===== src/rtl/shl_insert_unit_if.sv =====
// Request/response bundle for the shift-insert unit.
// The controller side (master) issues requests; the shifter side (slave) answers.
interface shl_insert_unit_if #(
  parameter int WIDTH = 8,
  parameter int SHW   = 3
);

  logic             start;
  logic [WIDTH-1:0] din;
  logic [SHW-1:0]   shamt;
  logic             fill;
  logic             busy;
  logic             done;
  logic [WIDTH-1:0] dout;
  logic             cout;

  modport master (
    output start, din, shamt, fill,
    input  busy, done, dout, cout
  );

  modport slave (
    input  start, din, shamt, fill,
    output busy, done, dout, cout
  );

endinterface


===== src/rtl/shl_insert_unit.sv =====
// Multi-cycle logical left shifter with serial fill-bit insertion.
// Moves one bit toward the MSB per clock, feeding a latched fill bit in at
// the LSB. The result register only changes on the completion edge, so the
// previous result stays readable while a new request is being worked on.
module shl_insert_unit #(
  parameter int WIDTH = 8,
  parameter int SHW   = 3
) (
  input logic              clk,
  input logic              rst_n,
  shl_insert_unit_if.slave bus
);

  typedef enum logic [1:0] {
    IDLE  = 2'd0,
    SHIFT = 2'd1,
    DONE  = 2'd2
  } state_t;

  localparam logic [SHW-1:0] CNT_ZERO = '0;
  localparam logic [SHW-1:0] CNT_ONE  = SHW'(1);

  state_t state;
  state_t state_next;

  logic [WIDTH-1:0] work;
  logic [SHW-1:0]   cnt;
  logic             fill_q;
  logic [WIDTH-1:0] dout_q;
  logic             cout_q;

  logic             accept;
  logic             cnt_is_zero;
  logic             cnt_is_one;
  logic [WIDTH-1:0] shifted;

  // Request acceptance and the one-step shift candidate. SHIFT never accepts,
  // so a start pulse mid-operation has no effect at all.
  always_comb begin
    accept      = bus.start && (state != SHIFT);
    cnt_is_zero = (cnt == CNT_ZERO);
    cnt_is_one  = (cnt == CNT_ONE);
    shifted     = {work[WIDTH-2:0], fill_q};
  end

  // State register; reset drops any request in flight without a done pulse.
  always_ff @(posedge clk or negedge rst_n) begin
    if (!rst_n) begin
      state <= IDLE;
    end else begin
      state <= state_next;
    end
  end

  // Next-state logic. Every request passes through SHIFT, even a zero shift,
  // so completion is always at least one edge after acceptance. DONE accepts
  // a new start directly, which gives back-to-back operation with no bubble.
  always_comb begin
    state_next = state;
    case (state)
      IDLE: begin
        if (accept) state_next = SHIFT;
      end
      SHIFT: begin
        if (cnt_is_zero || cnt_is_one) state_next = DONE;
      end
      DONE: begin
        if (accept) state_next = SHIFT;
        else        state_next = IDLE;
      end
      default: state_next = IDLE;
    endcase
  end

  // Working datapath: load the operand on accept, then shift once per edge
  // while there is still a count to consume.
  always_ff @(posedge clk or negedge rst_n) begin
    if (!rst_n) begin
      work   <= '0;
      cnt    <= '0;
      fill_q <= 1'b0;
    end else if (accept) begin
      work   <= bus.din;
      cnt    <= bus.shamt;
      fill_q <= bus.fill;
    end else if (state == SHIFT && !cnt_is_zero) begin
      work <= shifted;
      cnt  <= cnt - CNT_ONE;
    end
  end

  // Result commit on the completion edge only. A zero count commits the
  // operand unchanged with no carry; the last real shift commits the shifted
  // word and the bit that fell off the MSB on that shift.
  always_ff @(posedge clk or negedge rst_n) begin
    if (!rst_n) begin
      dout_q <= '0;
      cout_q <= 1'b0;
    end else if (state == SHIFT) begin
      if (cnt_is_zero) begin
        dout_q <= work;
        cout_q <= 1'b0;
      end else if (cnt_is_one) begin
        dout_q <= shifted;
        cout_q <= work[WIDTH-1];
      end
    end
  end

  // Handshake outputs decode directly from the state register.
  always_comb begin
    bus.busy = (state == SHIFT);
    bus.done = (state == DONE);
    bus.dout = dout_q;
    bus.cout = cout_q;
  end

`ifndef SYNTHESIS
  // The completion pulse never lasts more than one cycle.
  done_single_cycle: assert property (
    @(posedge clk) disable iff (!rst_n) (state == DONE) |=> (state != DONE)
  );
`endif

endmodule

===== src/flat_wrapper.sv =====
// flat-port wrapper written by rule: the top's interface ports become plain ports
module shl_insert_unit_flat 
#(
  parameter int WIDTH = 8,
  parameter int SHW   = 3
)
  (clk, rst_n, bus_start, bus_din, bus_shamt, bus_fill, bus_busy, bus_done, bus_dout, bus_cout);
  shl_insert_unit_if #(.WIDTH(WIDTH), .SHW(SHW)) bus_i ();
  input logic clk;
  input logic rst_n;
  input wire logic [$bits(bus_i.start)-1:0] bus_start;
  input wire logic [$bits(bus_i.din)-1:0] bus_din;
  input wire logic [$bits(bus_i.shamt)-1:0] bus_shamt;
  input wire logic [$bits(bus_i.fill)-1:0] bus_fill;
  output wire logic [$bits(bus_i.busy)-1:0] bus_busy;
  output wire logic [$bits(bus_i.done)-1:0] bus_done;
  output wire logic [$bits(bus_i.dout)-1:0] bus_dout;
  output wire logic [$bits(bus_i.cout)-1:0] bus_cout;
  assign bus_i.start = bus_start;
  assign bus_i.din = bus_din;
  assign bus_i.shamt = bus_shamt;
  assign bus_i.fill = bus_fill;
  assign bus_busy = bus_i.busy;
  assign bus_done = bus_i.done;
  assign bus_dout = bus_i.dout;
  assign bus_cout = bus_i.cout;
  shl_insert_unit #(.WIDTH(WIDTH), .SHW(SHW)) u_core (.clk(clk), .rst_n(rst_n), .bus(bus_i));
endmodule

===== config.mk =====
export PLATFORM = sky130hd
export DESIGN_NAME = shl_insert_unit_flat
export DESIGN_NICKNAME = d
export VERILOG_FILES = /design/src/rtl/shl_insert_unit_if.sv /design/src/rtl/shl_insert_unit.sv /design/src/flat_wrapper.sv
export SDC_FILE = /design/constraint.sdc
export NUM_CORES = 1
export LEC_CHECK = 0
export CAP_MARGIN = 20
export CELL_PAD_IN_SITES_DETAIL_PLACEMENT = 0
export CELL_PAD_IN_SITES_GLOBAL_PLACEMENT = 2
export CORE_ASPECT_RATIO = 0.7
export CORE_MARGIN = 5
export CORE_UTILIZATION = 31
export CTS_CLUSTER_DIAMETER = 200
export DETAILED_ROUTE_END_ITERATION = 12
export HOLD_SLACK_MARGIN = 0.05
export PLACE_DENSITY_LB_ADDON = 0.1
export SLEW_MARGIN = 20
export SYNTH_ARGS = -nofsm -noshare
export SYNTH_HDL_FRONTEND = slang
export SYNTH_SLANG_ARGS = --single-unit

===== constraint.sdc =====
create_clock -name clk -period 2.2 [get_ports clk]
set_clock_uncertainty 0.1 [all_clocks]
set_input_delay 0.44 -clock clk [delete_from_list [all_inputs] [get_ports clk]]
set_output_delay 0.44 -clock clk [all_outputs]
set_load 0.02 [all_outputs]

Word-level counts from Yosys, hierarchy flattened
Cells that the tools add are included.

word-level totals
  register bits = 23
  output and inout port bits = 11
  bits of input ports = 15
  word-level logic and storage cells = 35

operators by class
  mux-type cells = 12
  equal/unequal tests = 6
  add/subtract/negate cells = 1
  reduce and logical (&&, ||, !) cells = 10

operators with widths
  operator                                                count
  2-to-1 mux 8 bit                                        4
  2-to-1 mux 3 bit                                        2
  inequality test 2 x 1 -> 1 bit (second input constant)  3
  one-hot mux 2 bit (3 select lines)                      1
  2-to-1 mux 2 bit                                        2
  AND reduction 2 bit                                     2
  nonzero test 2 bit                                      2
  == test 3 x 1 -> 1 bit (second input constant)          1
  logical NOT 3 bit                                       1
  2-to-1 mux 1 bit                                        3
  subtractor 3 x 1 -> 3 bit (second input constant)       1
  == test 2 x 1 -> 1 bit (second input constant)          1
  == test 2 bit (second input constant)                   1
  logical AND 1 bit                                       2
  logical NOT 2 bit                                       1
  logical NOT 1 bit                                       1
  logical OR 1 bit                                        1

Depth between registers and ports, before layout
  word-level depth = 5
  mapped depth = 7
  depth with buffers taken out = 5

Worst setup path after synthesis
Ideal clock, no wire load.

  kind = flip-flop to flip-flop
  start = reg u_core.cnt[0]
  end = reg u_core.dout_q[1], in the netlist u_core.bus.dout[1]
  arrival = 1,451 ps
  path buffers = 0
  setup slack = 524 ps
  period minus slack after synthesis = 1,676 ps
  cell stages (with the launch flop) = 6
  library setup time = 125 ps
  data required time = 1,975 ps
  cells stage by stage = dfrtp_1 > inv_1 > ha_1 > nor2b_2 > mux2_2 > mux2_2

between the ends
  cells in the longest elaborated chain, start to end = 3
  elaborated cells between the ends (all ways) = 5
  classes of those cells = eq/ne (1); mux (1); reduce/logical (3)

RTL lines
  item                                                                line                                          source
  start, declared                                                     shl_insert_unit.sv:27                         logic [SHW-1:0] cnt;
  start signal, assigned                                              shl_insert_unit.sv:84                         cnt <= bus.shamt;
  start signal, assigned                                              shl_insert_unit.sv:88                         cnt <= cnt - CNT_ONE;
  == test 3 x 1 -> 1 bit / logical NOT 3 bit (equally long branches)  shl_insert_unit.sv:42, shl_insert_unit.sv:41
  nonzero test 2 bit (no source line)                                 --
  AND reduction 2 bit (no source line)                                --
  end signal, assigned                                                shl_insert_unit.sv:101                        dout_q <= work;
  end signal, assigned                                                shl_insert_unit.sv:104                        dout_q <= shifted;
  end, declared                                                       shl_insert_unit.sv:29                         logic [WIDTH-1:0] dout_q;

Several ways; a longest one is shown, not always the timed one.
A chain may end at the register's enable or synchronous reset.

Worst setup path after layout
  start = reg u_core.cnt[0]
  end = reg u_core.dout_q[7], in the netlist u_core.bus.dout[7]

Same word-level chain as after synthesis.

==> summary.md <==
| Metric | Value |
|---|---|
| WP data arrival | 2010 ps |
| Startpoint types | register |
| Worst hold slack | 388 ps |
| Final Max Slew Viols | 0 |
| Reg2reg path depth | 5 |
| Slew HR | 0.718 |
| Sinks on Clock Net | 23 |
| Yosys top cell area share | 0.485 |
| Max cap viols | 0 |
| LEAKAGE | 0.633 nW |
| Post-synthesis compound-gate area fraction | 0.119 |
| Internal power | ~1.4 mW |
| DP Cell Count | between 150 and 200 |
| Final Instance Area | 0.00156 mm2 |
| Crit path max fanout | 9 |
| Port Buffer Count | 25 |
| Final TNS setup | 0 ps |
| Critical Setup Path Class | reg -> reg |
| Post-Syn Area | 0.00119 mm2 |
| Main area contributors after synthesis | dfrtp_1 (48%), mux2_2 (16%), o21ai_0 (5.9%), a31oi_1 (5.3%), nand3_1 (4.2%) |
| Final Setup Violations | 0 |
| Largest net degree at the start of global routing | 24 |
| Die Span X | 84.0 um |
| Reg2reg start | u_core.cnt[0]$_DFFE_PN0P_ |
| First-pass GRT wire length | 5.04 mm |
| Layout cells sized above 1 | 0.218 |
| Sequential share of power | 0.332 |
| Synth area leader | dfrtp_1 |
| Syn avg cell area | 10.4 um2 |
| Post-route setup slack | between 200 and 250 ps |
| Post-CTS sizing | 1 |
| Post-synth cell types | 20 |
| Clock insertion delay at the later pin of the skew report | 260 ps |
| DP HPWL | 2.05 mm |
| Antenna cell count | 0 |
| Initial antenna violation count | 0 |
| Final Hold Viols | 0 |
| CP Data Required Time | 2250 ps |
| RSZ-0062 raised after global routing | no |
| Post-CTS Setup Inserts | 0 |
| Global route total overflow | 0 |
| TritonCTS clock tree | yes |
| Final Cycle Share | 0.890 |
| DR WL/cell | 15.5 um |
| Global placer's final weighted congestion | 0.713 |
| Core area | about 0.0036 mm2 |
| Clock share of power | 0.109 |
| Setup crit end kind | register |
| Tot GR Track Use | 0.126 |
| Switch share | 0.408 |
| Clock buffer depth | 2 |
| Cts hold-fix bufs | 0 |
| Clock root buffer | clkbuf_8 |
| Peak supply drop | 0.599 mV |
| NetSw | 0.988 mW |
| Reg2Reg Setup Slack | 240 ps |
| Simple-Gate Fraction of Synth Area | 0.149 |
| Outcome | completed |
| Yosys warnings | 0 |
| Initial Utilization | 0.330 |
| Pre-antenna DRT Iters | 4 |
| Synthesized Nets | 132 |
| HP Class | reg -> reg |
| Vias in the first global route | between 900 and 1k |
| CTS H-tree depth | 1 |
| Worst reg2reg path endpoint | u_core.bus.dout[7]$_DFFE_PN0P_ |
| Logic pwr share | 0.559 |
| Reg clk slew, reported paths | 80 ps |
| CP endpoint | u_core.bus.dout[7]$_DFFE_PN0P_ |
| Nets@finish | about 160 |
| Fmax | 511 MHz |
| XOR/XNOR share of the synthesized area | 0 |
| Commonest non-fill, non-tap cell in the layout | clkdlybuf4s50_1 |
| # rows | 18 |
| Iter 0 DRT Violations | 52 |
| Post-synthesis mux area share | 0.161 |
| Pwr Total | roughly 2.4 mW |
| Number of I/O pins | 26 |
| Area share of fa/ha/maj cells after synthesis | 0.0316 |
| Crit path time final | 1960 ps |
| Die height | 61.8 um |
| Critical path startpoint | u_core.cnt[0]$_DFFE_PN0P_ |
| # DRC | 0 |
| Mapped Cells | 114 |
| Total CTS buffers | 3 |
| Fin util | 0.433 |
| Die ar. | 0.00519 mm2 |
| DP Area | 0.00152 mm2 |
| Most frequent cells in the layout | clkdlybuf4s50_1 (24), dfrtp_1 (23), mux2_2 (17) |
| Via-per-instance ratio | roughly 5 |
| Dpl ws | about 250 ps |
| P per Cell Area | around 1600 mW/mm2 |
| Worst-margin pin slew | 423 ps |
| Synthesis-stage register bit count | 23 |
| Non-Filler Instances | approximately 190 |
| Routed Antenna Nets | 0 |
| Main combinational cell family by area after synthesis | multiplexers |
| Final WL | 2.97 mm |
| Filler Cells Inserted | between 300 and 400 |
| Area Growth Syn to Fin | 31.5% |
| Detailed-route via count | 956 |
| Sequential area share after synthesis | 0.485 |
[sequential cells by signal, indices dropped and copies added, names as in the netlist]
signal and count:
u_core.bus.cout 1, u_core.bus.dout 8, u_core.cnt 3, u_core.fill_q 1
u_core.state 2, u_core.work 8
[worst min path at each step]
stage / start / end / slack (ps) / cells after the start
after floorplan: rst_n / u_core.bus.cout$_DFFE_PN0P_ / 40 / 0
after global placement: u_core.state[0]$_DFFE_PN0P_ / u_core.state[0]$_DFFE_PN0P_ / 370 / 1
after detailed placement: u_core.state[0]$_DFFE_PN0P_ / u_core.state[0]$_DFFE_PN0P_ / 380 / 1
after CTS: u_core.state[0]$_DFFE_PN0P_ / u_core.state[0]$_DFFE_PN0P_ / 390 / 1
after global routing: u_core.bus.dout[6]$_DFFE_PN0P_ / u_core.bus.dout[6]$_DFFE_PN0P_ / 430 / 1
final: u_core.state[0]$_DFFE_PN0P_ / u_core.state[0]$_DFFE_PN0P_ / 390 / 1
[Yosys cell counts]
cell       n
clkbuf_1   4
buf_4      1
a31o_2     1
ha_1       3
and3_1     1
dfrtp_1   23
inv_1      6
or4_1      2
nor2_1     1
mux2_2    17
nand3_1   10
nor2b_2    1
nor3_1    10
buf_2      4
nor3_4     1
o21ai_0   14
nand2b_1   2
nand2_1    2
a31oi_1   10
nor2b_1    1
[layer usage]
metal,vias to the layer above,part of all wire,GRT usage
met5,-,0,0
met4,0,0.0057,0.0206
met3,2,0.062,0.0461
met2,22,0.41,0.193
met1,465,0.52,0.175
li1,467,-,-
[final cells by class]
type | count | area (um2) | area share
Timing Repair Buffer | 33 | 309 | 0.198
Clock buffer | 4 | 45.0 | 0.0288
Inverter | 6 | 22.5 | 0.0144
Multi-Input combinational cell | 76 | 547 | 0.350
Sequential cell | 23 | 576 | 0.369
Tap cell | 50 | 62.6 | 0.0401
[power by group through the flow]
stage / Clock (mW) / Sequential, mW / Combinational (mW)
3_3_place_gp: 0 / 0.811 / 1.37
3_5_place_dp: 0 / 0.812 / 1.37
6_report: 0.264 / 0.805 / 1.36
5_1_grt: 0.296 / 0.841 / 1.51
2_1_floorplan: 0 / 0.874 / 0.823
4_1_cts: 0.272 / 0.804 / 1.37
[critical path, stage by stage (launching register included)]
cell	delay, ps
dfrtp_1	400
inv_1	100
ha_1	230
nor2b_2	380
mux2_2	380
mux2_2	260
[logic make-up (layout without fill, tap and decap cells)]
logic type      Yosys count  count (layout)
mux                      17              17
compound gates           25              25
simple gates             31              31
fa+ha+maj                 3               3
flops                    23              23
buf+inv                  15              43
Power figures use the tool's default switching activity.
